### src/rtl/pipe_pkg.sv
// Shared pipeline definitions: control-bundle bit map, NOP encoding, default widths.
// Latency: n/a (definitions only).
// Backpressure: n/a.
package pipe_pkg;

  // Default widths, shared with the EX-stage forwarding logic.
  localparam int DEF_XLEN = 32;
  localparam int DEF_RA_W = 5;

  // Decoded control bundle.
  localparam int CTRL_W     = 9;
  localparam int REG_WRITE  = 0;
  localparam int MEM_TO_REG = 1;
  localparam int MEM_READ   = 2;
  localparam int MEM_WRITE  = 3;
  localparam int BRANCH     = 4;
  localparam int ALU_SRC    = 5;
  localparam int ALU_OP_LSB = 6;
  localparam int ALU_OP_MSB = 7;
  localparam int JUMP       = 8;

  typedef logic [CTRL_W-1:0] ctrl_t;

  // All-zero control bundle: writes nothing, reads nothing, never branches.
  localparam ctrl_t CTRL_NOP = '0;

endpackage

### src/rtl/id_ex_stage_if.sv
// Decode-to-execute bus: decoded fields in (id_*), registered fields out (ex_*).
// Latency: n/a (wiring only).
// Backpressure: n/a; stalls are signalled by the stage's write-enables.
// Modports: master = decode/execute side (drives id_*, reads ex_*),
//           slave  = id_ex_stage (reads id_*, drives ex_*).
interface id_ex_stage_if
  import pipe_pkg::*;
#(
  parameter int XLEN = DEF_XLEN,
  parameter int RA_W = DEF_RA_W
) ();

  // decode side
  logic            id_valid;
  logic [XLEN-1:0] id_pc;
  logic [XLEN-1:0] id_rs1_data;
  logic [XLEN-1:0] id_rs2_data;
  logic [XLEN-1:0] id_imm;
  logic [RA_W-1:0] id_rs1;
  logic [RA_W-1:0] id_rs2;
  logic [RA_W-1:0] id_rd;
  logic            id_uses_rs1;
  logic            id_uses_rs2;
  ctrl_t           id_ctrl;
  logic [3:0]      id_funct;

  // execute side
  logic            ex_valid;
  logic [XLEN-1:0] ex_pc;
  logic [XLEN-1:0] ex_rs1_data;
  logic [XLEN-1:0] ex_rs2_data;
  logic [XLEN-1:0] ex_imm;
  logic [RA_W-1:0] ex_rs1;
  logic [RA_W-1:0] ex_rs2;
  logic [RA_W-1:0] ex_rd;
  ctrl_t           ex_ctrl;
  logic [3:0]      ex_funct;

  modport master (
    output id_valid, id_pc, id_rs1_data, id_rs2_data, id_imm,
           id_rs1, id_rs2, id_rd, id_uses_rs1, id_uses_rs2, id_ctrl, id_funct,
    input  ex_valid, ex_pc, ex_rs1_data, ex_rs2_data, ex_imm,
           ex_rs1, ex_rs2, ex_rd, ex_ctrl, ex_funct
  );

  modport slave (
    input  id_valid, id_pc, id_rs1_data, id_rs2_data, id_imm,
           id_rs1, id_rs2, id_rd, id_uses_rs1, id_uses_rs2, id_ctrl, id_funct,
    output ex_valid, ex_pc, ex_rs1_data, ex_rs2_data, ex_imm,
           ex_rs1, ex_rs2, ex_rd, ex_ctrl, ex_funct
  );

endinterface

### src/rtl/load_use_detect.sv
// Load-use hazard term: a load in EX whose destination a valid ID instruction reads.
// Latency: combinational.
// Backpressure: none; the caller turns the hazard into a stall.
// Ports: ex_valid/ex_mem_read/ex_rd describe the EX slot; id_* describe the
//        decode slot; lu_hazard is the one-cycle stall request.
module load_use_detect #(
  parameter int RA_W = 5
) (
  input  logic            ex_valid,
  input  logic            ex_mem_read,
  input  logic [RA_W-1:0] ex_rd,
  input  logic            id_valid,
  input  logic [RA_W-1:0] id_rs1,
  input  logic [RA_W-1:0] id_rs2,
  input  logic            id_uses_rs1,
  input  logic            id_uses_rs2,
  output logic            lu_hazard
);

  logic rs1_match;
  logic rs2_match;

  assign rs1_match = id_uses_rs1 && (id_rs1 == ex_rd);
  assign rs2_match = id_uses_rs2 && (id_rs2 == ex_rd);

  // x0 is hardwired zero, so a load targeting it never produces a value to wait for.
  assign lu_hazard = ex_valid && ex_mem_read && (ex_rd != '0) && id_valid
                     && (rs1_match || rs2_match);

endmodule

### src/rtl/id_ex_stage.sv
// ID/EX pipeline register with load-use bubble insertion, flush and bubble counter.
// Latency: one cycle id_* -> ex_*; pc_write/if_id_write are combinational.
// Backpressure: hold freezes everything; a load-use hazard stalls PC/IF-ID for one cycle.
// Ports: clk/rst (sync, active high); bus = id_ex_stage_if slave; ex_flush kills the
//        decode slot; hold is the global stall; pc_write/if_id_write are the upstream
//        write-enables; bubble_cnt counts load-use bubbles (saturating).
module id_ex_stage
  import pipe_pkg::*;
#(
  parameter int XLEN  = DEF_XLEN,
  parameter int RA_W  = DEF_RA_W,
  parameter int CNT_W = 16
) (
  input  logic             clk,
  input  logic             rst,
  id_ex_stage_if.slave     bus,
  input  logic             ex_flush,
  input  logic             hold,
  output logic             pc_write,
  output logic             if_id_write,
  output logic [CNT_W-1:0] bubble_cnt
);

  logic            valid_q;
  logic [XLEN-1:0] pc_q;
  logic [XLEN-1:0] rs1_data_q;
  logic [XLEN-1:0] rs2_data_q;
  logic [XLEN-1:0] imm_q;
  logic [RA_W-1:0] rs1_q;
  logic [RA_W-1:0] rs2_q;
  logic [RA_W-1:0] rd_q;
  ctrl_t           ctrl_q;
  logic [3:0]      funct_q;
  logic [CNT_W-1:0] cnt_q;
  logic            lu_hazard;

  load_use_detect #(.RA_W(RA_W)) u_lud (
    .ex_valid    (valid_q),
    .ex_mem_read (ctrl_q[MEM_READ]),
    .ex_rd       (rd_q),
    .id_valid    (bus.id_valid),
    .id_rs1      (bus.id_rs1),
    .id_rs2      (bus.id_rs2),
    .id_uses_rs1 (bus.id_uses_rs1),
    .id_uses_rs2 (bus.id_uses_rs2),
    .lu_hazard   (lu_hazard)
  );

  // A flush kills the decode slot but the fetch path must still advance to the
  // redirect target, so ex_flush deliberately does not gate the write-enables.
  assign pc_write    = !(lu_hazard || hold);
  assign if_id_write = !(lu_hazard || hold);

  always_ff @(posedge clk) begin
    if (rst) begin
      valid_q    <= 1'b0;
      pc_q       <= '0;
      rs1_data_q <= '0;
      rs2_data_q <= '0;
      imm_q      <= '0;
      rs1_q      <= '0;
      rs2_q      <= '0;
      rd_q       <= '0;
      ctrl_q     <= CTRL_NOP;
      funct_q    <= '0;
      cnt_q      <= '0;
    end else if (!hold) begin
      // Data/address fields load unconditionally; only valid/ctrl decide whether
      // the slot is a real instruction or a bubble.
      pc_q       <= bus.id_pc;
      rs1_data_q <= bus.id_rs1_data;
      rs2_data_q <= bus.id_rs2_data;
      imm_q      <= bus.id_imm;
      rs1_q      <= bus.id_rs1;
      rs2_q      <= bus.id_rs2;
      rd_q       <= bus.id_rd;
      funct_q    <= bus.id_funct;
      if (ex_flush || lu_hazard) begin
        valid_q <= 1'b0;
        ctrl_q  <= CTRL_NOP;
      end else begin
        valid_q <= bus.id_valid;
        ctrl_q  <= bus.id_valid ? bus.id_ctrl : CTRL_NOP;
      end
      // Flush wins over a simultaneous hazard, so that bubble is not counted.
      if (lu_hazard && !ex_flush && (cnt_q != {CNT_W{1'b1}})) begin
        cnt_q <= cnt_q + CNT_W'(1);
      end
    end
  end

  assign bus.ex_valid    = valid_q;
  assign bus.ex_pc       = pc_q;
  assign bus.ex_rs1_data = rs1_data_q;
  assign bus.ex_rs2_data = rs2_data_q;
  assign bus.ex_imm      = imm_q;
  assign bus.ex_rs1      = rs1_q;
  assign bus.ex_rs2      = rs2_q;
  assign bus.ex_rd       = rd_q;
  assign bus.ex_ctrl     = ctrl_q;
  assign bus.ex_funct    = funct_q;
  assign bubble_cnt      = cnt_q;

endmodule

### src/flat_wrapper.sv
// flat-port wrapper written by rule: the top's interface ports become plain ports
module id_ex_stage_flat import pipe_pkg::*;
#(
  parameter int XLEN  = DEF_XLEN,
  parameter int RA_W  = DEF_RA_W,
  parameter int CNT_W = 16
)
  (clk, rst, ex_flush, hold, pc_write, if_id_write, bubble_cnt, bus_id_valid, bus_id_pc, bus_id_rs1_data, bus_id_rs2_data, bus_id_imm, bus_id_rs1, bus_id_rs2, bus_id_rd, bus_id_uses_rs1, bus_id_uses_rs2, bus_id_ctrl, bus_id_funct, bus_ex_valid, bus_ex_pc, bus_ex_rs1_data, bus_ex_rs2_data, bus_ex_imm, bus_ex_rs1, bus_ex_rs2, bus_ex_rd, bus_ex_ctrl, bus_ex_funct);
  id_ex_stage_if #(.XLEN(XLEN), .RA_W(RA_W)) bus_i ();
  input  logic clk;
  input  logic rst;
  input  logic ex_flush;
  input  logic hold;
  output logic pc_write;
  output logic if_id_write;
  output logic [CNT_W-1:0] bubble_cnt;
  input wire logic [$bits(bus_i.id_valid)-1:0] bus_id_valid;
  input wire logic [$bits(bus_i.id_pc)-1:0] bus_id_pc;
  input wire logic [$bits(bus_i.id_rs1_data)-1:0] bus_id_rs1_data;
  input wire logic [$bits(bus_i.id_rs2_data)-1:0] bus_id_rs2_data;
  input wire logic [$bits(bus_i.id_imm)-1:0] bus_id_imm;
  input wire logic [$bits(bus_i.id_rs1)-1:0] bus_id_rs1;
  input wire logic [$bits(bus_i.id_rs2)-1:0] bus_id_rs2;
  input wire logic [$bits(bus_i.id_rd)-1:0] bus_id_rd;
  input wire logic [$bits(bus_i.id_uses_rs1)-1:0] bus_id_uses_rs1;
  input wire logic [$bits(bus_i.id_uses_rs2)-1:0] bus_id_uses_rs2;
  input wire logic [$bits(bus_i.id_ctrl)-1:0] bus_id_ctrl;
  input wire logic [$bits(bus_i.id_funct)-1:0] bus_id_funct;
  output wire logic [$bits(bus_i.ex_valid)-1:0] bus_ex_valid;
  output wire logic [$bits(bus_i.ex_pc)-1:0] bus_ex_pc;
  output wire logic [$bits(bus_i.ex_rs1_data)-1:0] bus_ex_rs1_data;
  output wire logic [$bits(bus_i.ex_rs2_data)-1:0] bus_ex_rs2_data;
  output wire logic [$bits(bus_i.ex_imm)-1:0] bus_ex_imm;
  output wire logic [$bits(bus_i.ex_rs1)-1:0] bus_ex_rs1;
  output wire logic [$bits(bus_i.ex_rs2)-1:0] bus_ex_rs2;
  output wire logic [$bits(bus_i.ex_rd)-1:0] bus_ex_rd;
  output wire logic [$bits(bus_i.ex_ctrl)-1:0] bus_ex_ctrl;
  output wire logic [$bits(bus_i.ex_funct)-1:0] bus_ex_funct;
  assign bus_i.id_valid = bus_id_valid;
  assign bus_i.id_pc = bus_id_pc;
  assign bus_i.id_rs1_data = bus_id_rs1_data;
  assign bus_i.id_rs2_data = bus_id_rs2_data;
  assign bus_i.id_imm = bus_id_imm;
  assign bus_i.id_rs1 = bus_id_rs1;
  assign bus_i.id_rs2 = bus_id_rs2;
  assign bus_i.id_rd = bus_id_rd;
  assign bus_i.id_uses_rs1 = bus_id_uses_rs1;
  assign bus_i.id_uses_rs2 = bus_id_uses_rs2;
  assign bus_i.id_ctrl = bus_id_ctrl;
  assign bus_i.id_funct = bus_id_funct;
  assign bus_ex_valid = bus_i.ex_valid;
  assign bus_ex_pc = bus_i.ex_pc;
  assign bus_ex_rs1_data = bus_i.ex_rs1_data;
  assign bus_ex_rs2_data = bus_i.ex_rs2_data;
  assign bus_ex_imm = bus_i.ex_imm;
  assign bus_ex_rs1 = bus_i.ex_rs1;
  assign bus_ex_rs2 = bus_i.ex_rs2;
  assign bus_ex_rd = bus_i.ex_rd;
  assign bus_ex_ctrl = bus_i.ex_ctrl;
  assign bus_ex_funct = bus_i.ex_funct;
  id_ex_stage #(.XLEN(XLEN), .RA_W(RA_W), .CNT_W(CNT_W)) u_core (.clk(clk), .rst(rst), .bus(bus_i), .ex_flush(ex_flush), .hold(hold), .pc_write(pc_write), .if_id_write(if_id_write), .bubble_cnt(bubble_cnt));
endmodule
### config.mk
export PLATFORM = sky130hd
export DESIGN_NAME = id_ex_stage_flat
export DESIGN_NICKNAME = d
export VERILOG_FILES = /design/src/rtl/pipe_pkg.sv /design/src/rtl/id_ex_stage_if.sv /design/src/rtl/load_use_detect.sv /design/src/rtl/id_ex_stage.sv /design/src/flat_wrapper.sv
export SDC_FILE = /design/constraint.sdc
export NUM_CORES = 1
export LEC_CHECK = 0
export CAP_MARGIN = 20
export CELL_PAD_IN_SITES_DETAIL_PLACEMENT = 0
export CELL_PAD_IN_SITES_GLOBAL_PLACEMENT = 1
export CORE_MARGIN = 2
export CORE_UTILIZATION = 30
export DETAILED_ROUTE_END_ITERATION = 10
export GPL_TIMING_DRIVEN = 0
export PLACE_DENSITY = 0.89
export SLEW_MARGIN = 20
export SYNTH_ARGS = -nofsm -noshare
export SYNTH_HDL_FRONTEND = slang
export SYNTH_HIERARCHICAL = 1
export SYNTH_SLANG_ARGS = --single-unit
### constraint.sdc
create_clock -name clk -period 3.8 [get_ports clk]
set_input_delay 0.76 -clock clk [delete_from_list [all_inputs] [get_ports clk]]
set_output_delay 0.76 -clock clk [all_outputs]
set_load 0.005 [all_outputs]
==> results.txt <==
Skew final = 0.0167 ns
Number of global-route vias before repair = 5,838
Worst-margin pin slew = 0.759 ns
Area Growth Syn to Fin = 66.4%
PortBufs = 335
Worst Setup End Kind = primary output
Worst relative slew slack = 49.2%
Full die area = 0.0228 mm2
Slew Limit Fails = 0
CP Class = in -> out
First-pass iteration count of the detailed router = 4
Vias/cell = 4.58
Reg area = 0.00346 mm2
Worst-path fanout max = 4
Wire length per cell = 16.7 um
H-tree levels = 4
Die height = 151 um
TritonCTS clock tree = yes
First-pass GRT wire length = 31,800 um
Final core utilization = 51.1%
DRC errors left = 0
FF+latch count, synth = 173
Netlist cell types = 41
Reg2reg path depth = 8
Gr ovfl total = 0
DP Area = 0.0102 mm2
Maximum vdd drop = 0.000281 V
Pwr dens = 405 mW/mm2
Clock Latency Late Sink = 0.43 ns
Initial core utilization = 30.7%
Fmax = 282 MHz
Critical Path Start Type = input pin
Final wirelength = 21,200 um
CTS Buf Count = 17
Post-CTS Setup Bufs = 0
Placed Cells = 1,236
Nets = 1,144
Hold Crit Start = u_core/bus.ex_rs1[4]
Post-Place Worst Slack = -0.0467 ns
CTS clock-pin slew for the worst setup and hold paths = 0.07 ns
I/O pin total = 338
Syn Std Cell Area = 0.00647 mm2
CTS Hold Buffers Added = 0
CP required = 3.04 ns
Synth top area share = 53.5%
Fin area = 0.0108 mm2
Setup TNS = 0 ns
Crit path time final = 3.55 ns
Reg-to-reg slack, setup = 0.89 ns
Clk sinks = 173
Die width = 151 um
Fill count = 1,982
HPWL after detailed placement = 16,100 um
Largest net degree at the start of global routing = 17
CTS root buf = clkbuf_16
Post-route ant nets = 0
Worst path arrival time = 2.79 ns
R2R Path Start = u_core/bus.ex_rd[2]
Initial antenna violation count = 0
Worst hold margin = 0.492 ns
Register area share after synthesis = 53.5%
Unrepaired setup endpoints after global routing = no
Warnings from Yosys = 6
Most frequent cells in the layout = clkdlybuf4s50_1 (335), dfxtp_1 (173), nor2_1 (166)
Final worst slack = 0.252 ns
Top cells by area, synth = dfxtp_1 (53%), mux2i_1 (23%), nor2_1 (9.6%)
Leak pwr = 4.45 nW
Syn_area_per_cell = 10.3 um2
Commonest non-fill, non-tap cell in the layout = clkdlybuf4s50_1
Final Cycle Share = 93.4%
Hold Path Depth = 2
Multi-input gate area = 0.00285 mm2
Worst min-delay path category = reg -> reg
Row count = 53
Starting DRT DRC Count = 184
Core area = 0.0211 mm2
Setup Viol. Count Final = 0
Post-Layout Cell Count = 1,268
Cells after Synth = 626
Status = finished clean
Max-capacitance violation count = 0
Area leader, netlist = dfxtp_1
Vias post-DR = 5,811
Hold Fails Final Rpt = 0
GRT Overall Usage = 18.3%
Worst hold endpoint = u_core/bus.ex_rs1[4]
Total power draw = 4.37 mW
# diodes = 0
Fraction of layout cells with a size suffix above 1 = 5.74%
CTS max path bufs = 2
Syn_nets = 790
R2R Path End = u_core/bubble_cnt[8]
Final Wtd Congestion = 0.779
[routing by layer]
| layer | GRT usage [%] | vias up | routed length [um] |
|---|---|---|---|
| li1 | - | 2845 | - |
| met2 | 31.3 | 221 | 10300 |
| met1 | 20.6 | 2721 | 8470 |
| met5 | 0 | - | 0 |
| met4 | 6.87 | 0 | 446 |
| met3 | 6.84 | 24 | 1940 |
[Yosys cell counts]
cell       instances
nor3_1             5
a22oi_1            9
a211oi_1           2
nor2b_1            7
o2111ai_1          1
xnor2_1            2
mux2_2             6
o31ai_1            3
a31oi_1            1
nor4_2             1
nand3_1            6
buf_2             13
nor3b_4            1
dfxtp_1          173
nand2b_1           2
nor2_1           166
nand4_2            1
nor4_1             4
nor4_4             1
or4_1              4
nor4b_2            1
a311oi_1           1
nand4_1            3
and3_1             2
and4_1             2
a21oi_1           10
mux2i_1          148
o21ai_0            2
a41oi_1            1
ha_1               1
and4bb_2           1
nand4bb_1          1
clkbuf_1          19
buf_4              1
or3_1              2
buf_1              6
and2_1             1
o211a_1            1
inv_1              3
nand2_1            4
xor2_1             8
[power breakdown]
group | total [mW] | switching [mW] | leakage (nW) | internal [mW]
sequential | 1.96 | 0.0526 | 1.42 | 1.91
clock | 1.77 | 0.784 | 0.287 | 0.989
combinational | 0.634 | 0.229 | 2.74 | 0.405
total | 4.37 | 1.07 | 4.45 | 3.30
[critical path: stages]
cell	delay [ns]
clkdlybuf4s50_1	0.44
xor2_1	0.16
nor4_1	0.29
nand3_1	0.14
a21oi_2	0.30
nor2_1	0.11
buf_4	0.16
clkdlybuf4s50_1	0.43
[cell families (layout without fill, tap and decap cells)]
kind of cell	count (synthesis)	count (layout)	share of synthesized area, %
AOI/OAI and AO/OA	31	31	3.21
DFF	173	173	53.5
xor gates and xnor gates	10	10	1.35
and+or+nand+nor	215	215	15.1
adders and majority gates	1	1	0.193
buffers and inverters	42	409	2.74
muxes	154	154	23.9
[sequential cells by signal, indices dropped and copies added, names as in the netlist]
| register | flops |
|---|---|
| u_core/bus.ex_funct | 4 |
| u_core/bus.ex_imm | 32 |
| u_core/bus.ex_rd | 5 |
| u_core/bus.ex_rs1 | 5 |
| u_core/bus.ex_rs1_data | 32 |
| u_core/bus.ex_rs2 | 5 |
| u_core/bus.ex_pc | 32 |
| u_core/bus.ex_ctrl | 9 |
| u_core/bus.ex_valid | 1 |
| u_core/bus.ex_rs2_data | 32 |
| u_core/bubble_cnt | 16 |
[worst max path at each step]
stage                   from  slack [ns]  depth (start not counted)                    to
6_report       bus_id_rs2[2]        0.25                          8              pc_write
5_1_grt        bus_id_rs2[2]        0.12                          8              pc_write
4_1_cts        bus_id_rs2[2]        0.12                          8              pc_write
3_5_place_dp   bus_id_rs2[2]       -0.05                          9  u_core/bubble_cnt[8]
3_3_place_gp   bus_id_rs2[2]        0.09                          9  u_core/bubble_cnt[8]
2_1_floorplan  bus_id_rs1[2]        1.04                          8  u_core/bubble_cnt[8]
[what timing repair did]
action                                  in CTS  in global routing
gates resized for setup                      0                  1
hold endpoints to repair                     0                  0
endpoints found under the setup margin       0                  1
[final cells by class]
type,instances,share of cell area [%]
Sequential cell,173,32.1
Timing Repair Buffer,335,31.1
Multi-Input combinational cell,411,26.4
Clock buffer,19,4.02
Tap cell,275,3.19
Buffer,39,1.54
Clock inverter,13,1.45
Inverter,3,0.105
No activity file was read; power rests on OpenSTA's default activity.
